==> config.mk <==
export PLATFORM = sky130hd
export DESIGN_NAME = reg_writeback_arbiter
export DESIGN_NICKNAME = d
export VERILOG_FILES = /design/src/rtl/wb_pkg.sv /design/src/rtl/wb_fifo.sv /design/src/rtl/reg_writeback_arbiter.sv
export SDC_FILE = /design/constraint.sdc
export NUM_CORES = 1
export LEC_CHECK = 0
export ABC_AREA = 1
export CAP_MARGIN = 20
export CELL_PAD_IN_SITES_DETAIL_PLACEMENT = 0
export CELL_PAD_IN_SITES_GLOBAL_PLACEMENT = 1
export CORE_MARGIN = 2
export CORE_UTILIZATION = 38
export DETAILED_ROUTE_END_ITERATION = 8
export GPL_TIMING_DRIVEN = 0
export HOLD_SLACK_MARGIN = 0.1
export PLACE_DENSITY = 0.85
export RECOVER_POWER = 25
export SYNTH_ARGS = -nofsm -noshare
export SYNTH_HDL_FRONTEND = slang
export SYNTH_SLANG_ARGS = --single-unit
==> constraint.sdc <==
create_clock -name clk -period 4.66 [get_ports clk]
set_input_delay 1.398 -clock clk [delete_from_list [all_inputs] [get_ports clk]]
set_output_delay 1.398 -clock clk [all_outputs]
set_load 0.02 [all_outputs]
==> src/rtl/wb_pkg.sv <==
// wb_pkg: shared widths and the writeback entry type for the register write port
package wb_pkg;
  localparam int IDX_W = 5;
  localparam int DATA_W = 32;
  localparam logic [IDX_W-1:0] REG_ZERO = '0;
  typedef struct packed {
    logic [IDX_W-1:0] index;
    logic [DATA_W-1:0] data;
  } wb_entry_t;
endpackage

==> src/rtl/wb_fifo.sv <==
// wb_fifo: circular buffer of load results awaiting the register write port
module wb_fifo
  import wb_pkg::*;
#(
  parameter int DEPTH = 4
) (
  input  logic                       clk,
  input  logic                       reset,
  input  logic                       push,
  input  logic                       pop,
  input  wb_entry_t                  din,
  output wb_entry_t                  dout,
  output logic                       full,
  output logic                       empty,
  output logic [$clog2(DEPTH):0]     count
);
  localparam int AW = $clog2(DEPTH);
  localparam int CW = AW + 1;
  logic [AW-1:0] wp, rp;
  wb_entry_t mem [DEPTH];
  assign full = count == CW'(DEPTH);
  assign empty = count == '0;
  assign dout = mem[rp];
  // storage needs no reset; occupancy decides what is valid
  always_ff @(posedge clk)
    if (push) mem[wp] <= din;
  // pointers wrap naturally because DEPTH is a power of two
  always_ff @(posedge clk)
    if (reset) begin
      wp <= '0;
      rp <= '0;
      count <= '0;
    end else begin
      wp <= wp + AW'(push);
      rp <= rp + AW'(pop);
      count <= count + CW'(push) - CW'(pop);
    end
endmodule

==> src/rtl/reg_writeback_arbiter.sv <==
// reg_writeback_arbiter: merges ALU and load results onto the register write port and tracks pending writes
module reg_writeback_arbiter #(
  parameter int DEPTH = 4,
  parameter int DATA_W = 32,
  parameter int IDX_W = 5
) (
  input  logic                   clk,
  input  logic                   reset,
  input  logic                   alu_valid,
  input  logic [IDX_W-1:0]       alu_index,
  input  logic [DATA_W-1:0]      alu_data,
  input  logic                   mem_valid,
  output logic                   mem_ready,
  input  logic [IDX_W-1:0]       mem_index,
  input  logic [DATA_W-1:0]      mem_data,
  input  logic                   reserve_valid,
  input  logic [IDX_W-1:0]       reserve_index,
  input  logic [IDX_W-1:0]       qa1,
  input  logic [IDX_W-1:0]       qa2,
  output logic                   busy1,
  output logic                   busy2,
  output logic                   write_enable,
  output logic [IDX_W-1:0]       write_index3,
  output logic [DATA_W-1:0]      write_data3,
  output logic [$clog2(DEPTH):0] fifo_count
);
  import wb_pkg::*;
  localparam int NREG = 2 ** IDX_W;
  wb_entry_t head, sel;
  logic full, empty, push, pop, sel_valid, we_next;
  logic [NREG-1:0] pending, clr, set;
  assign mem_ready = !full;
  assign push = mem_valid && mem_ready;
  assign pop = !alu_valid && !empty;
  assign sel_valid = alu_valid || !empty;
  assign we_next = sel_valid && sel.index != REG_ZERO;
  assign busy1 = pending[qa1] && qa1 != REG_ZERO;
  assign busy2 = pending[qa2] && qa2 != REG_ZERO;
  wb_fifo #(.DEPTH(DEPTH)) u_fifo (
    .clk   (clk),
    .reset (reset),
    .push  (push),
    .pop   (pop),
    .din   ('{index: mem_index, data: mem_data}),
    .dout  (head),
    .full  (full),
    .empty (empty),
    .count (fifo_count)
  );
  // ALU results always win the port; loads drain only in ALU-free cycles
  always_comb begin
    sel = alu_valid ? '{index: alu_index, data: alu_data} : head;
    clr = we_next ? NREG'(1) << sel.index : '0;
    set = (reserve_valid && reserve_index != REG_ZERO) ? NREG'(1) << reserve_index : '0;
  end
  // output stage: index 0 still shows on the port but never enables the write
  always_ff @(posedge clk)
    if (reset) begin
      write_enable <= 1'b0;
      write_index3 <= '0;
      write_data3 <= '0;
    end else begin
      write_enable <= we_next;
      write_index3 <= sel_valid ? sel.index : write_index3;
      write_data3 <= sel_valid ? sel.data : write_data3;
    end
  // pending scoreboard: a same-cycle reserve outranks the clear of a retiring producer
  always_ff @(posedge clk)
    if (reset) pending <= '0;
    else pending <= (pending & ~clr) | set;
endmodule

Yosys cells after proc, flatten, opt, wreduce, memory -nomap -nowiden:

Memory sizes are Yosys's and may differ from the RTL's. A register that Yosys moved wholly into a read port is not among the register bits.
Cells that the tools add are included.

* flip-flop bits (word level): 77
* memory bits (writable): 148
* output and inout port bits: 44
* memories kept: 1

* add/subtract/negate cells: 4
* $lt $le $gt $ge: 2
* equal/unequal tests: 1
* shift operators: 2
* mux-type cells: 10
* bitwise operators: 3
* reductions and logical operators: 15

Memories
* u_fifo.mem: depth 4, bits a word 37, read ports 1, clocked after memory_dff 1, wr ports 1, RTL line wb_fifo.sv:20 `wb_entry_t mem [DEPTH];`

Operator list (number)
* $mux W32: 2
* $shl A1 B5 Y32 const A: 2
* $mux W37: 1
* $and A32 B32 Y32: 1
* $not A32 Y32: 1
* $or A32 B32 Y32: 1
* $reduce_bool A5 Y1: 4
* $lt A5 B6 Y1 const B: 2
* $bmux W1 S5: 2
* $logic_and A1 B1 Y1: 6
* $add A2 B1 Y2: 2
* $mux W1: 4
* $add A3 B1 Y3: 1
* $eq A3 B3 Y1 const B: 1
* $logic_not A1 Y1: 3
* $logic_not A3 Y1: 1
* $sub A3 B1 Y3: 1
* $mux W2: 1
* $logic_or A1 B1 Y1: 1

Longest topological paths before layout:

Gate-level depths: netlist of the first run.

* depth in word-level cells: 8
* mapped depth: 13
* gate-level depth less buffers: 12

Modules after synthesis:

From an unflattened synthesis of the first run, not the netlist that was laid out.

* cells, all modules: 1149
* area total of the unflattened synthesis: 10121.0 um^2

Modules (own cells, without submodules)
* wb_fifo: times used 1, cells an instance 476, area an instance 6125.9 um^2, seq. area each 4584.4 um^2
* reg_writeback_arbiter: times used 1, cells an instance 673, area an instance 3995.1 um^2, seq. area each 1401.3 um^2

Least setup slack after synthesis of the first run:

OpenSTA, ideal clock, no wires.

* kind: input port to flip-flop
* from: input port mem_valid
* to: memory u_fifo.mem[0][0] (netlist bit), enable pin
* setup time: 0.478 ns
* arrival: 4.050 ns
* required time: 4.182 ns
* slack: 0.133 ns
* stages on the path: 2
* cells stage by stage: nand2_1 -> nor3_1

* cells in the longest elaborated chain, start to end: 3

Ends and longest elaborated chain
* start: declaration: RTL line reg_writeback_arbiter.sv:12 `input logic mem_valid,`
* $logic_and A1 B1 Y1: RTL line reg_writeback_arbiter.sv:33 `assign push = mem_valid && mem_ready;`
* $mux W1: RTL line wb_fifo.sv:26 `if (push) mem[wp] <= din;`
* $mux W1 (not written as such): RTL line wb_fifo.sv:26
* end: declaration: RTL line wb_fifo.sv:20

Every way passes these cells.

Worst setup path in the final report of the first run:

* from: input port qa2[2]
* to: output port busy2

* cells in the longest elaborated chain, start to end: 3

Ends and longest elaborated chain
* start: declaration: RTL line reg_writeback_arbiter.sv:19 `input logic [IDX_W-1:0] qa2,`
* $bmux W1 S5: RTL line reg_writeback_arbiter.sv:38 `assign busy2 = pending[qa2] && qa2 != REG_ZERO;`
* $mux W1 (not written as such): RTL line reg_writeback_arbiter.sv:38
* $logic_and A1 B1 Y1 *: RTL line reg_writeback_arbiter.sv:38
* end: declaration: RTL line reg_writeback_arbiter.sv:21 `output logic busy2,`

Every way passes the cells marked *; elsewhere a longest branch is shown, timed or not. The select of a mux whose other input is x is not followed.

==> impl_metrics.json, run 1 <==
{
  "ys_seq_elements": 225,
  "drt_iter0_drc": 747,
  "nets": 1272,
  "critPathLaunchType": "input port",
  "vias_per_cell": 5.26,
  "yosysUniqueCellTypes": 37,
  "slew_viol_final": 0,
  "ios": 138,
  "dieArea_mm2": 0.0268,
  "ys_warn_count": 0,
  "max_freq_ghz": 0.222,
  "clk-insertion-delay-late_ps": 520,
  "firstDrtPassIters": 5,
  "path_cells": "clkdlybuf4s50_1 > inv_1 > or2_2 > or2_2 > nand3_1 > nand2_1 > nand2_1 > dlygate4sd2_1",
  "yosysTopAreaCell": "edfxtp_1",
  "max-cap-violations": 0,
  "critPathCaptureType": "primary output",
  "fin_area_mm2": 0.0124,
  "crit_path_start": "qa2[2]",
  "finalSetupViolations": 0,
  "synth-edff-count": 148,
  "grt_first_pass_wirelength_um": 41700,
  "clockRootBuffer": "clkbuf_16",
  "synth_area_mm2": 0.00970,
  "synth_cells": 1002,
  "path_class": "input port to primary output",
  "core_mm2": 0.0251,
  "drive_above_1_share_pct": 8.40,
  "hold_path_class": "register to register",
  "ir_drop_v": 0.000357,
  "cp_max_fo": 5,
  "htree_levels": 1,
  "multi_input_area_mm2": 0.00320,
  "clkTransAtPathRegs_ps": 60,
  "num_vias": 8010,
  "wirelength_um": 26900,
  "dp.cells": 1478,
  "cts_tree": "built",
  "antenna_found_initial": 6,
  "port_buffers": 131,
  "dp_slack_ps": -450,
  "clock_skew_ps": 13.7,
  "critPathArrivalTime_ps": 3110,
  "drc": 0,
  "hold_viol_final": 0,
  "slew_headroom_pct": 33.7,
  "synth_nets": 1101,
  "fin_util_pct": 49.5,
  "yosysMostFrequentCell": "nand2_1",
  "synth_top_area_share_pct": 45.8,
  "die_w_um": 164,
  "power_per_cell_area_mw_per_mm2": 502,
  "fillers": 2334,
  "grt_pass1_vias": 7776,
  "crit_path_max_incr_delay_ps": 550,
  "report.power.total_mw": 6.24,
  "slowest_stage": "clkdlybuf4s50_1",
  "wl_per_cell_um": 17.6,
  "cts_buffer_depth": 3,
  "crit_required_ps": 3260,
  "rsz0062_at_grt": "no",
  "cts_buffers": 23,
  "area_growth_pct": 28.2,
  "fin_crit_sh_pct": 96.8,
  "fin_ws_ps": 150,
  "p_leak_nw": 4.44,
  "die_h_um": 164,
  "crit_buf_inv": 3,
  "grt_max_degree": 15,
  "rows": 58,
  "grt_overflow_total": 0,
  "outcome": "completed",
  "track_usage_pct": 20.0,
  "gp_congestion": 0.880,
  "start_util_pct": 38.6,
  "seqCellArea_mm2": 0.00599,
  "hp-start": "pending[0]$_SDFF_PP0_",
  "synth_area_leaders": "edfxtp_1 46%, dfxtp_1 16%, o21ai_0 7.3%",
  "ant_nets": 0,
  "min_period_ps": 4510,
  "synth-seq-area-share_pct": 61.7,
  "cts.sinks": 225,
  "dp_hpwl_um": 19300,
  "dpl_cell_area_mm2": 0.0116,
  "synth-main-ff-cell": "edfxtp_1",
  "worst_slew_pin_slew_ps": 990,
  "postCtsSetupRepairBufs": 0,
  "ys_async_sr_fraction_pct": 0,
  "final_cells": 1524,
  "avgSynthCellArea_um2": 9.68,
  "reg2reg_from": "u_fifo.count[1]$_SDFF_PP0_",
  "path_delay_family": "buffers and inverters",
  "synthTopCellsByCount": "160 x nand2_1, 148 x edfxtp_1, 141 x o21ai_0"
}
worst paths after layout:
kind                                                    end  slack [ps]  cells after the start
worst min register to register        pending[0]$_SDFF_PP0_         460                      2
worst max-delay path                                  busy2         150                      8
worst max register to register  u_fifo.mem[2][12]$_DFFE_PP_        2350                      6
worst min-delay path                  pending[0]$_SDFF_PP0_         460                      2
area by class of cell:
class                   instances  share of cell area (%)
repair buffers                146                    12.0
multi-input cells             649                    25.7
diodes                          4                  0.0805
clock inverters                11                    1.37
plain buffers                  64                    2.39
inverters                      64                    1.95
well taps                     330                    3.32
flip-flops and latches        225                    48.1
clock buffers                  31                    5.03
per-stage QoR:
stage                     hold slack [ps]  setup TNS [ps]
after floorplan                       410               0
after global placement                446         -364770
after detailed placement              447            -819
after CTS                             458               0
after global routing                  489               0
final                                 461               0
cells in the final DEF (no fill, tap or decap), types with 4 or more instances in the layout:
cell               n
clkbuf_16         23
nor3_1             4
nand2_1          160
buf_8              4
nand3_1           49
diode_2            4
ha_1               4
inv_2              4
dfxtp_1           77
nand3_2            4
o22ai_1           32
o21ai_1           14
or2_2              5
nor3_2             6
inv_1             59
o21ai_0          141
o211ai_1           6
a31oi_1           34
bufinv_16          4
buf_6             13
clkdlybuf4s50_1  100
edfxtp_1         148
dlygate4sd2_1      4
buf_4              4
nor4_1             4
nor2_1           109
a21oi_1           53
clkbuf_1          44
buf_2             13
dlygate4sd3_1     27
or2_1              4
per-layer routing:
layer	wire (um)	global-route usage (%)	vias up
li1	-	-	3858
met1	11600	26.1	3811
met2	13000	34.7	292
met3	1700	2.88	45
met4	559	5.50	4
met5	24	0	-
registers in the layout, indices dropped and copies added (netlist names):
name	count
pending	32
write_enable	1
u_fifo.rp	2
write_data3	32
u_fifo.count	3
write_index3	5
u_fifo.wp	2
u_fifo.mem	148
tightest hold or removal path: stages (launching register included):
cell	delay, ps
dfxtp_1	330
inv_1	60
nor2_1	30
timing repair:
item	in CTS	in global routing
endpoints found under the hold margin	0	0
gates resized for setup	8	0
hold buffers	0	0
setup endpoints to repair	2	0
where the power goes:
group          internal [mW]  switching (mW)  total (mW)
registers               2.41           0.108        2.52
logic                  0.655            1.15        1.80
clock network           1.17           0.749        1.92
total                   4.24            2.01        6.24
cells by family (layout without fill, tap and decap cells):
group	after synthesis	in the layout	synth area share [%]
xor gates and xnor gates	3	3	0.271
DFF	225	225	61.7
other	0	4	0
adders and majority gates	5	5	0.723
and+or+nand+nor	357	357	16.0
AOI/OAI and AO/OA	284	284	15.8
buffers and inverters	128	316	5.48
(Power assumes the default switching activity.)
==> run 2, diff against run 1 <==
Settings changed: GPL_ROUTABILITY_DRIVEN set to 0.
==> results of run 2 <==
The final DEF is identical to that of run 1; final timing and power are the same.
==> run 3, diff against run 2 <==
--- a/constraint.sdc
+++ b/constraint.sdc
@@ -3,2 +3,2 @@
 set_output_delay 1.398 -clock clk [all_outputs]
-set_load 0.02 [all_outputs]
+set_load 0.01 [all_outputs]
==> impl_metrics.json, run 3 (same netlist as run 1, synthesis figures left out) <==
{
  "cts_buffer_depth": 3,
  "max-cap-violations": 0,
  "wirelength_um": 26800,
  "nets": 1272,
  "min_period_ps": 4440,
  "final_cell_mix": "160 x nand2_1, 148 x edfxtp_1, 141 x o21ai_0, 109 x nor2_1, 98 x clkdlybuf4s50_1",
  "hp-start": "pending[0]$_SDFF_PP0_",
  "max_freq_ghz": 0.225,
  "wl_per_cell_um": 17.6,
  "hold_path_class": "register to register",
  "seqCellArea_mm2": 0.00599,
  "dieArea_mm2": 0.0268,
  "grt_max_degree": 15,
  "cts_tree": "built",
  "path_cells": "dlygate4sd2_1 > inv_1 > or2_2 > or2_2 > nand3_1 > nand2_1 > nand2_1 > clkdlybuf4s50_1",
  "multi_input_area_mm2": 0.00320,
  "power_per_cell_area_mw_per_mm2": 495,
  "track_usage_pct": 20.0,
  "p_leak_nw": 4.46,
  "rsz0062_at_grt": "no",
  "port_buffers": 131,
  "rows": 58,
  "firstDrtPassIters": 5,
  "fillers": 2335,
  "grt_first_pass_wirelength_um": 41700,
  "outcome": "completed",
  "die_h_um": 164,
  "die_w_um": 164,
  "ant_nets": 0,
  "htree_levels": 1,
  "clkTransAtPathRegs_ps": 60,
  "grt_pass1_vias": 7776,
  "slowest_stage": "clkdlybuf4s50_1",
  "drc": 0,
  "crit_path_max_incr_delay_ps": 520,
  "postCtsSetupRepairBufs": 0,
  "cts.sinks": 225,
  "dp.cells": 1478,
  "report.power.total_mw": 6.16,
  "largest_reg_flops": 148,
  "critPathLaunchType": "input port",
  "finalSetupViolations": 0,
  "start_util_pct": 38.6,
  "area_growth_pct": 28.2,
  "path_class": "input port to primary output",
  "worst_slew_pin_slew_ps": 990,
  "hold_viol_final": 0,
  "crit_required_ps": 3260,
  "top_regs": "u_fifo.mem: 148 flops, pending: 32 flops, write_data3: 32 flops",
  "grt_overflow_total": 0,
  "drt_iter0_drc": 742,
  "clock_skew_ps": 14.1,
  "antenna_found_initial": 6,
  "core_mm2": 0.0251,
  "ctsHoldBuffers": 0,
  "dp_hpwl_um": 19300,
  "cp_max_fo": 5,
  "slew_viol_final": 0,
  "min_to": "pending[0]$_SDFF_PP0_",
  "cts_buffers": 23,
  "ir_drop_v": 0.000356,
  "r2r_end": "u_fifo.mem[2][12]$_DFFE_PP_",
  "vias_per_cell": 5.25,
  "layout_commonest_cell": "nand2_1",
  "critPathCaptureType": "primary output",
  "drive_above_1_share_pct": 8.74,
  "ff2ff_path_depth": 6,
  "fin_crit_sh_pct": 95.4,
  "num_vias": 8005,
  "ios": 138,
  "clockRootBuffer": "clkbuf_16",
  "regMostFlops": "u_fifo.mem",
  "hold-path-cell-count": 2,
  "clk-insertion-delay-late_ps": 520,
  "final_cells": 1524,
  "slew_headroom_pct": 33.7,
  "critPathArrivalTime_ps": 3050,
  "reg2reg_from": "u_fifo.count[1]$_SDFF_PP0_",
  "reg2reg_slack_ps": 2350
}
-- run 3: cell count changes in the layout (fill, tap and decap cells not counted), sizes merged --
cell / change
dlymetal6s2s: +2
dlygate4sd2: -2
clkbuf: +2
clkdlybuf4s50: -2
-- run 3: per-layer routing --
metal  global-route usage [%]  routed length [um]  vias up
met4                     5.50                 526        4
met5                        0                  24        -
met1                     26.1               11600     3803
li1                         -                   -     3862
met3                     2.88                1690       43
met2                     34.7               13000      293
-- run 3: worst max-delay path, delay by kind of cell --
kind,cells,cell delay [ps]
buffers and inverters,3,880
and+or+nand+nor,5,770
-- run 3: power by group --
group / leakage (nW) / internal, mW / switching (mW)
sequential: 1.99 / 2.41 / 0.108
combinational: 2.09 / 0.655 / 1.06
clock: 0.388 / 1.17 / 0.749
-- run 3: how the worst max path moves through the flow --
stage              start                           to  slack (ps)  cells past startpoint
5_1_grt           qa2[0]                        busy2          50                     10
3_5_place_dp      qa2[1]                        busy2        -380                      9
6_report          qa2[2]                        busy2         220                      8
2_1_floorplan  mem_valid   u_fifo.mem[0][0]$_DFFE_PP_         140                      2
4_1_cts           qa2[1]                        busy2          50                      9
3_3_place_gp   mem_valid  u_fifo.mem[3][17]$_DFFE_PP_       -2590                      3
-- run 3: timing repair --
item / 4_1_cts / 5_1_grt
setup endpoints to repair: 2 / 2
gates resized for setup: 8 / 10
hold endpoints to repair: 0 / 0
-- run 3: area by class of cell --
| class | count | share of cell area [%] |
|---|---|---|
| Timing Repair Buffer | 146 | 12.0 |
| Clock inverter | 11 | 1.37 |
| Tap cell | 330 | 3.32 |
| Clock buffer | 31 | 5.03 |
| Antenna cell | 4 | 0.0805 |
| Multi-Input combinational cell | 649 | 25.7 |
| Inverter | 64 | 1.95 |
| Sequential cell | 225 | 48.1 |
| Buffer | 64 | 2.41 |
-- run 3: stage by stage --
stage	cell area [um2]	setup TNS (ps)	utilization [%]	setup slack (ps)	hold slack, ps
after CTS	12400	0	49.5	51.3	458
after detailed placement	11600	-684	46.3	-382	447
after global placement	11400	-364640	45.5	-2590	446
after floorplan	9700	0	-	139	410
after global routing	12400	0	49.5	45.5	489
final	12400	0	49.5	216	453
